==> config.mk <==
export PLATFORM = sky130hd
export DESIGN_NAME = gb_stencil_seq
export DESIGN_NICKNAME = d
export VERILOG_FILES = /design/src/rtl/gb_stencil_seq.sv
export SDC_FILE = /design/constraint.sdc
export NUM_CORES = 1
export LEC_CHECK = 0
export CAP_MARGIN = 10
export CORE_UTILIZATION = 35
export CTS_CLUSTER_DIAMETER = 200
export DETAILED_ROUTE_END_ITERATION = 16
export GPL_ROUTABILITY_DRIVEN = 0
export GPL_TIMING_DRIVEN = 1
export PLACE_DENSITY = 0.64
export SKIP_CTS_REPAIR_TIMING = 1
export SLEW_MARGIN = 20
export SYNTH_ARGS = -nofsm -noshare
export SYNTH_HDL_FRONTEND = slang
export SYNTH_SLANG_ARGS = --single-unit
==> constraint.sdc <==
create_clock -name clk -period 3.1 [get_ports clk]
set_input_delay 0.62 -clock clk [delete_from_list [all_inputs] [get_ports clk]]
set_output_delay 0.62 -clock clk [all_outputs]
set_load 0.02 [all_outputs]
==> src/rtl/gb_stencil_seq.sv <==
// Gaussian-blur stencil sequencer: stream handshakes, row/col counters, line-buffer write pointer.
// Ports: clk, rst, start, in_tvalid/in_tready, out_tvalid/out_tready/out_tlast,
//   lb_addr, lb_wr_sel, lb_wr_en, win_shift, out_load, busy, frame_done.
// Optional macro GB_PERF_CNT_EN adds stall_cnt (RUN cycles with in_tvalid && !in_tready).
module gb_stencil_seq #(
  parameter int IMG_W = 488,
  parameter int IMG_H = 648,
  parameter int WIN   = 9
) (
  input  logic        clk,
  input  logic        rst,
  input  logic        start,
  input  logic        in_tvalid,
  output logic        in_tready,
  output logic        out_tvalid,
  input  logic        out_tready,
  output logic        out_tlast,
  output logic [8:0]  lb_addr,
  output logic [2:0]  lb_wr_sel,
  output logic        lb_wr_en,
  output logic        win_shift,
  output logic        out_load,
  output logic        busy,
  output logic        frame_done
`ifdef GB_PERF_CNT_EN
  ,
  output logic [31:0] stall_cnt
`endif
);

  localparam logic [1:0] S_IDLE  = 2'd0;
  localparam logic [1:0] S_RUN   = 2'd1;
  localparam logic [1:0] S_DRAIN = 2'd2;
  localparam logic [1:0] S_DONE  = 2'd3;

  localparam logic [8:0] X_LAST = 9'(IMG_W - 1);
  localparam logic [9:0] Y_LAST = 10'(IMG_H - 1);
  localparam logic [8:0] X_WIN  = 9'(WIN - 1);
  localparam logic [9:0] Y_WIN  = 10'(WIN - 1);

  logic [1:0] state;
  logic [8:0] x;
  logic [9:0] y;
  logic [2:0] w;
  logic       accept;
  logic       x_end;
  logic       last_px;

  // Hold off input while an unaccepted result is pending.
  assign in_tready  = (state == S_RUN) &&
                      (!out_tvalid || out_tready);
  assign accept     = in_tvalid && in_tready;
  assign x_end      = (x == X_LAST);
  assign last_px    = x_end && (y == Y_LAST);

  assign lb_addr    = x;
  assign lb_wr_sel  = w;
  assign lb_wr_en   = accept;
  assign win_shift  = accept;
  assign out_load   = accept && (x >= X_WIN) &&
                      (y >= Y_WIN);
  assign busy       = (state != S_IDLE);
  assign frame_done = (state == S_DONE);

  always_ff @(posedge clk) begin
    if (rst) begin
      state      <= S_IDLE;
      x          <= '0;
      y          <= '0;
      w          <= '0;
      out_tvalid <= 1'b0;
      out_tlast  <= 1'b0;
    end else begin
      unique case (state)
        S_IDLE: begin
          if (start) begin
            state <= S_RUN;
            x     <= '0;
            y     <= '0;
            w     <= '0;
          end
        end
        S_RUN: begin
          if (accept && last_px) state <= S_DRAIN;
        end
        S_DRAIN: begin
          if (out_tvalid && out_tready && out_tlast)
            state <= S_DONE;
        end
        S_DONE:  state <= S_IDLE;
        default: state <= S_IDLE;
      endcase

      // accept only occurs in RUN, so this never
      // collides with the clear on start.
      if (accept) begin
        if (x_end) begin
          x <= '0;
          y <= last_px ? 10'd0 : y + 10'd1;
          // oldest line buffer rotates once per row
          w <= w + 3'd1;
        end else begin
          x <= x + 9'd1;
        end
      end

      // A load in the same cycle as a drain keeps
      // the output valid with the new result.
      if (out_load) begin
        out_tvalid <= 1'b1;
        out_tlast  <= last_px;
      end else if (out_tready) begin
        out_tvalid <= 1'b0;
        out_tlast  <= 1'b0;
      end
    end
  end

`ifdef GB_PERF_CNT_EN
  always_ff @(posedge clk) begin
    if (rst) begin
      stall_cnt <= '0;
    end else if (state == S_IDLE && start) begin
      stall_cnt <= '0;
    end else if (state == S_RUN && in_tvalid &&
                 !in_tready &&
                 stall_cnt != 32'hFFFF_FFFF) begin
      stall_cnt <= stall_cnt + 32'd1;
    end
  end
`endif

endmodule

==> results of run 1 <==
layout make-up:
class                   count  area, sq um  share of cell area
inverters                  11         41.3              0.0217
flip-flops and latches     26          520               0.273
repair buffers             29          280               0.147
clock buffers               4         55.1              0.0289
multi-input cells         142          946               0.496
well taps                  50         62.6              0.0328
Yosys cell counts (all sizes together) (3+ instances only):
master | instances | area (sq um)
buf | 3 | 22.5
or4 | 3 | 27.5
nand3 | 12 | 60.1
o311a | 3 | 30.0
a21oi | 16 | 80.1
and3 | 6 | 37.5
ha | 9 | 113
nor2 | 13 | 48.8
and4 | 4 | 36.3
dfxtp | 26 | 521
clkbuf | 4 | 15.0
o21ai | 13 | 76.3
inv | 11 | 41.3
nand4 | 8 | 65.1
nand2 | 13 | 48.8
and2 | 5 | 32.5
nor4 | 6 | 43.8
nor3 | 6 | 30.0
per-layer routing:
layer	vias to the layer above	track usage
met3	5	0.0267
met4	0	0.0599
li1	743	-
met1	692	0.272
met5	-	0
met2	46	0.257
power breakdown:
group | internal (mW) | leakage [nW] | switching [mW]
sequential | 0.348 | 0.210 | 0.0150
combinational | 0.121 | 0.473 | 0.180
clock | 0.114 | 0.0288 | 0.113
sequential cells by signal (all words and copies together), names as in the netlist:
name        count
out_tlast       1
state           2
lb_wr_sel       3
out_tvalid      1
y              10
lb_addr         9
placed cells by master, fill, tap and decap left out, drive strengths merged, types with 4 or more instances in the layout:
master,n
clkdlybuf4s50,23
buf,5
ha,9
a21oi,16
o21ai,13
dfxtp,26
and4,4
nand3,12
clkbuf,4
inv,11
nand4,8
nand2,13
nor3,6
nor4,6
nor2,13
and3,6
and2,5
stage by stage:
step | hold slack [ps] | total power, mW
floorplan | 470 | 0.567
global placement | 466 | 0.670
detailed placement | 459 | 0.668
CTS | 480 | 0.898
global route | 507 | 0.942
finish | 476 | 0.891
worst max path at each step:
stage	slack (ps)	depth (start not counted)	endpoint
final	220	5	out_load
after global routing	160	5	out_load
after CTS	-80	5	out_load
after detailed placement	130	7	out_load
after global placement	150	7	out_load
after floorplan	760	4	out_load
cells by family after synthesis:
family | Yosys count | synth area share
AOI/OAI and AO/OA | 46 | 0.202
DFF | 26 | 0.337
adders and majority gates | 9 | 0.0729
and+or+nand+nor | 85 | 0.324
muxes | 1 | 0.00729
xor gates and xnor gates | 1 | 0.00567
buffers and inverters | 18 | 0.0510
worst register-to-register path: cells and delay by family (launching register included):
kind            cells  cell delay, ps
flops               1             490
simple gates        3            1170
compound gates      2             390
==> impl_metrics.yaml, run 1 <==
sta:
  timing.final.crit_share: 0.930
  setup-tns-final_ps: 0
  maxClockFrequency_ghz: 0.347
  max_slew_margin: 0.510
  hold_viol_final: 0
  timing.final.crit_period_ps: 2880
  finalSetupViolations: 0
  worst_slew_pin_slew_ps: 730
  final_critical_path_setup_slack_ps: 217
  unrepaired_setup_endpoints_after_global_routing: "false"
  fin_skew_ps: 3.58
  timing_max_transition_violations_final: 0
global_route:
  grt_pass1_wl_um: 6290
  grt_max_degree: 24
  grt_antenna_before_repair: 0
  grt.overflow.total: 0
  track_usage: 0.181
  first_global_vias: 1284
place:
  port_buffers: 24
  dpl.hpwl_um: 2710
  dp_area_sq_mm: 0.00185
  pre_cts_ws_ps: 134
  post-place-cells: 258
drt:
  top_layer_in_use: "met4"
  via_count: 1486
  drtAntennaViolNets: 0
  drt_iter0_drc: 121
  remaining_routing_drc_violations: 0
  routed_wire_length_per_instance_um: 14.9
  postRouteWirelength_um: 3900
  vias_per_cell: 5.67
  dr_wl_met2_um: 1680
  m1WireLength_um: 1940
  wl_met3_um: 212
  drt-pass1-iter-count: 4
power_and_ir_drop:
  power.static_leakage_nw: 0.711
  pwr_density_cell_mw_per_mm2: 468
  vdd_ir_drop_max_v: 0.000364
flow_run:
  drv_cap: 0
floorplan:
  core.rowCount: 23
  die-width_um: 68.4
  core_area_sq_mm: 0.00412
  die_height_um: 68.4
  ioPinCount: 25
  floorplan.initialDensity: 0.375
  floorplan.die_area_sq_mm: 0.00468
clock_network:
  path_clk_slew_ps: 90
  cts_root_cell: "sky130_fd_sc_hd__clkbuf_8"
  clkLatencyLatePin_ps: 280
  clock_sinks: 26
  maximum_number_of_buffers_from_clock_root_to_sink: 2
  cts_tree: "built"
  htreeDepth: 1
  cts-buffers-inserted: 3
yosys:
  post_synth.cell_area_avg_sq_um: 8.31
  synth-warning-count: 0
  post_synth_instance_area_sq_mm: 0.00155
  synth-async-reset-ratio: 0
  synth.ff_latch_count: 26
  syn_nets: 200
  synth.distinct_cells: 49
  synthesis.instances: 186
  synth_edf_count: 0
  ys.flop_type: "sky130_fd_sc_hd__dfxtp_1"
  ys_seq_area_frac: 0.337
layout:
  total_non_filler_cell_area_in_the_finished_layout_sq_mm: 0.00191
  final_core_utilization: 0.463
  layoutNonFillerInstCount: 262
  flow.area_growth_from_synthesis_pct: 23.3
  antenna-diode-count: 0
  post_route_cells_drive_above_1_share: 0.104
  fill_cells: 412
  layout.nets: 227
setup_path:
  critPathLaunch: "y[6]"
  critical-path-max-stage-delay_ps: 560
  rr_endpoint: "lb_wr_sel[0]"
  crit_path_end_kind: "output pin"
  critical_path.slowest_cell: "sky130_fd_sc_hd__or4_2"
  critical_path.max_fanout: 5
  critical_path_required_ps: 2480
  cp_num_buf_inv: 2
  crit_path_cells: "or4_4, or4_2, o311ai_1, inv_1, dlymetal6s2s_1"
  crit-reg2reg-launch: "lb_addr[5]"
  r2r_setup_slack_ps: 950
  crit_path_dat_ps: 2260
  timing_worst_setup_path_type: "flop to output pin"
  critical_path.top_delay_family: "simple AND/OR/NAND/NOR gates"
  r2r.worst_path.cells: 5
  critical_path.startpoint_type: "flop"
min_path:
  holdPathEnd: "lb_wr_sel[2]"
  whs_path_depth: 1
  hold_path_class: "flop to flop"
  min-delay-start: "lb_wr_sel[2]"
run_status:
  run_status: "finished, final reports clean"
Note: power is estimated with default switching activity, not from simulation.
==> run 2: changes to the inputs <==
Settings changed: ABC_AREA set to 0.
==> results of run 2 <==
Same layout as run 1: the final DEF is identical, and so are final timing and power.
==> run 3: changes to the inputs <==
==> constraint.sdc (replaced) <==
create_clock -name clk -period 3.1 [get_ports clk]
set_input_delay 0.31 -clock clk [delete_from_list [all_inputs] [get_ports clk]]
set_output_delay 0.31 -clock clk [all_outputs]
set_load 0.02 [all_outputs]
==> run 3 against run 2 <==
  * Register-to-register slack improved by 30 ps
  * Sequential cell count did not move
  * Clock skew fell by 1.4 ps
  * Global-route usage rose by 0.30 points
  * Final area fell by 2.0%
  * Via count fell by 1.6%
  * Total power fell by 4.5%
==> impl_metrics.yaml, run 3 (synthesis results as in run 1) <==
run_status:
  run_status: "finished, final reports clean"
global_route:
  grt.overflow.total: 0
  groute.layer.met1.usage: 0.272
  use_met3: 0.0350
  grt_max_degree: 25
  grt_antenna_before_repair: 0
  grt_pass1_wl_um: 6530
  groute.layer.met2.usage: 0.260
  global_route.peak_usage_layer: "met1"
  track_usage: 0.184
  first_global_vias: 1383
place:
  dpl.hpwl_um: 2680
  post-place-cells: 255
  port_buffers: 24
  dp_area_sq_mm: 0.00183
sta:
  fin_worst_hold_slack_ps: 473
  fin_skew_ps: 2.14
  finalSetupViolations: 0
  timing_max_transition_violations_final: 0
  maxClockFrequency_ghz: 0.347
  worst_slew_pin_slew_ps: 717
  timing.final.crit_share: 0.929
  timing.final.crit_period_ps: 2880
  setup-tns-final_ps: 0
  max_slew_margin: 0.518
  hold_viol_final: 0
  unrepaired_setup_endpoints_after_global_routing: "false"
layout:
  seq_cell_area_sq_um: 520
  largest_register_ffs: 10
  multi_input_comb_area_sq_um: 946
  post_route_cells_drive_above_1_share: 0.0865
  layout.cells.most_common: "sky130_fd_sc_hd__dfxtp_1"
  antenna-diode-count: 0
  most-common-layout-cells: "sky130_fd_sc_hd__dfxtp_1 (26), sky130_fd_sc_hd__clkdlybuf4s50_1 (24), sky130_fd_sc_hd__a21oi_1 (16)"
  layout.nets: 224
  flow.area_growth_from_synthesis_pct: 20.8
  layoutNonFillerInstCount: 258
  total_non_filler_cell_area_in_the_finished_layout_sq_mm: 0.00187
  fill_cells: 410
  regMostFlops: "y"
clock_network:
  cts_tree: "built"
  clock_sinks: 26
  cts_root_cell: "sky130_fd_sc_hd__clkbuf_8"
  cts-buffers-inserted: 3
  path_clk_slew_ps: 90
  maximum_number_of_buffers_from_clock_root_to_sink: 2
  clkLatencyLatePin_ps: 270
  htreeDepth: 1
floorplan:
  floorplan.die_area_sq_mm: 0.00468
  ioPinCount: 25
  core_area_sq_mm: 0.00412
  floorplan.initialDensity: 0.375
  die_height_um: 68.4
  die-width_um: 68.4
  core.rowCount: 23
drt:
  remaining_routing_drc_violations: 0
  routed_wire_length_per_instance_um: 14.7
  vias_per_cell: 5.67
  postRouteWirelength_um: 3800
  drtAntennaViolNets: 0
  via_count: 1462
  drt_iter0_drc: 135
  drt-pass1-iter-count: 4
power_and_ir_drop:
  power.static_leakage_nw: 0.670
  cell_internal_power_dissipation_mw: 0.553
  power.net_switching_mw: 0.298
  netSwitchingFraction: 0.350
  clock_power_share: 0.225
  share_comb_of_total_power: 0.349
  seq_power_share: 0.426
  vdd_ir_drop_max_v: 0.000232
  pwr_density_cell_mw_per_mm2: 456
setup_path:
  critical_path.slowest_cell: "sky130_fd_sc_hd__clkdlybuf4s50_1"
  critical-path-max-stage-delay_ps: 560
  critical_path_required_ps: 2790
  r2r.worst_path.cells: 5
  crit_path_dat_ps: 2570
  crit_path_cells: "or4_4, or4_2, o311ai_1, inv_1, clkdlybuf4s50_1"
  critical_path.max_fanout: 5
  critical_path.startpoint_type: "flop"
  timing_worst_setup_path_type: "flop to output pin"
  crit_path_end_kind: "output pin"
  r2r_setup_slack_ps: 980
min_path:
  whs_path_depth: 1
  hold_path_class: "flop to flop"
flow_run:
  drv_cap: 0
## run 3: cell count changes in the layout (fill, tap and decap cells not counted)
cell                              previous run  this run
sky130_fd_sc_hd__buf_4                       5         2
sky130_fd_sc_hd__clkbuf_8                    4         3
sky130_fd_sc_hd__clkdlybuf4s50_1            23        24
sky130_fd_sc_hd__dlymetal6s2s_1              1         0
## run 3: worst max-delay path: cells and delay by family, from the launching register on
family | cells | cell delay [ps]
AO/OA/AOI/OAI | 1 | 200
buffers and inverters | 2 | 660
flip-flops | 1 | 350
AND/OR/NAND/NOR | 2 | 1090
## run 3: cell type report
type | count | area share
inverter | 11 | 0.0221
sequential | 26 | 0.279
clock buffer | 3 | 0.0221
tap | 50 | 0.0335
multi-input combinational | 142 | 0.507
timing repair buffer | 26 | 0.137
## run 3: worst paths after layout
kind                 from      endpoint
max                  y[6]      out_load
min          lb_wr_sel[2]  lb_wr_sel[2]
max reg2reg    lb_addr[5]  lb_wr_sel[0]
min reg2reg  lb_wr_sel[2]  lb_wr_sel[2]
## run 3: routing by layer
| metal | vias up | share of wire |
|---|---|---|
| li1 | 743 | - |
| met1 | 670 | 0.50 |
| met2 | 45 | 0.43 |
| met3 | 4 | 0.058 |
| met4 | 0 | 0.012 |
| met5 | - | 0 |
## run 3: power groups by stage
stage	combinational [mW]	sequential (mW)	clock [mW]
finish	0.297	0.362	0.191
floorplan	0.197	0.370	0
global placement	0.296	0.370	0
CTS	0.298	0.362	0.202
global route	0.324	0.364	0.217
detailed placement	0.295	0.370	0
## run 3: through the flow
stage                     total power [mW]   util  worst slack (ps)
final                                0.851  0.454               220
after global routing                 0.906  0.454               149
after CTS                            0.862  0.454               214
after detailed placement             0.665  0.444               514
after global placement               0.666  0.444               538
after floorplan                      0.567      -              1070
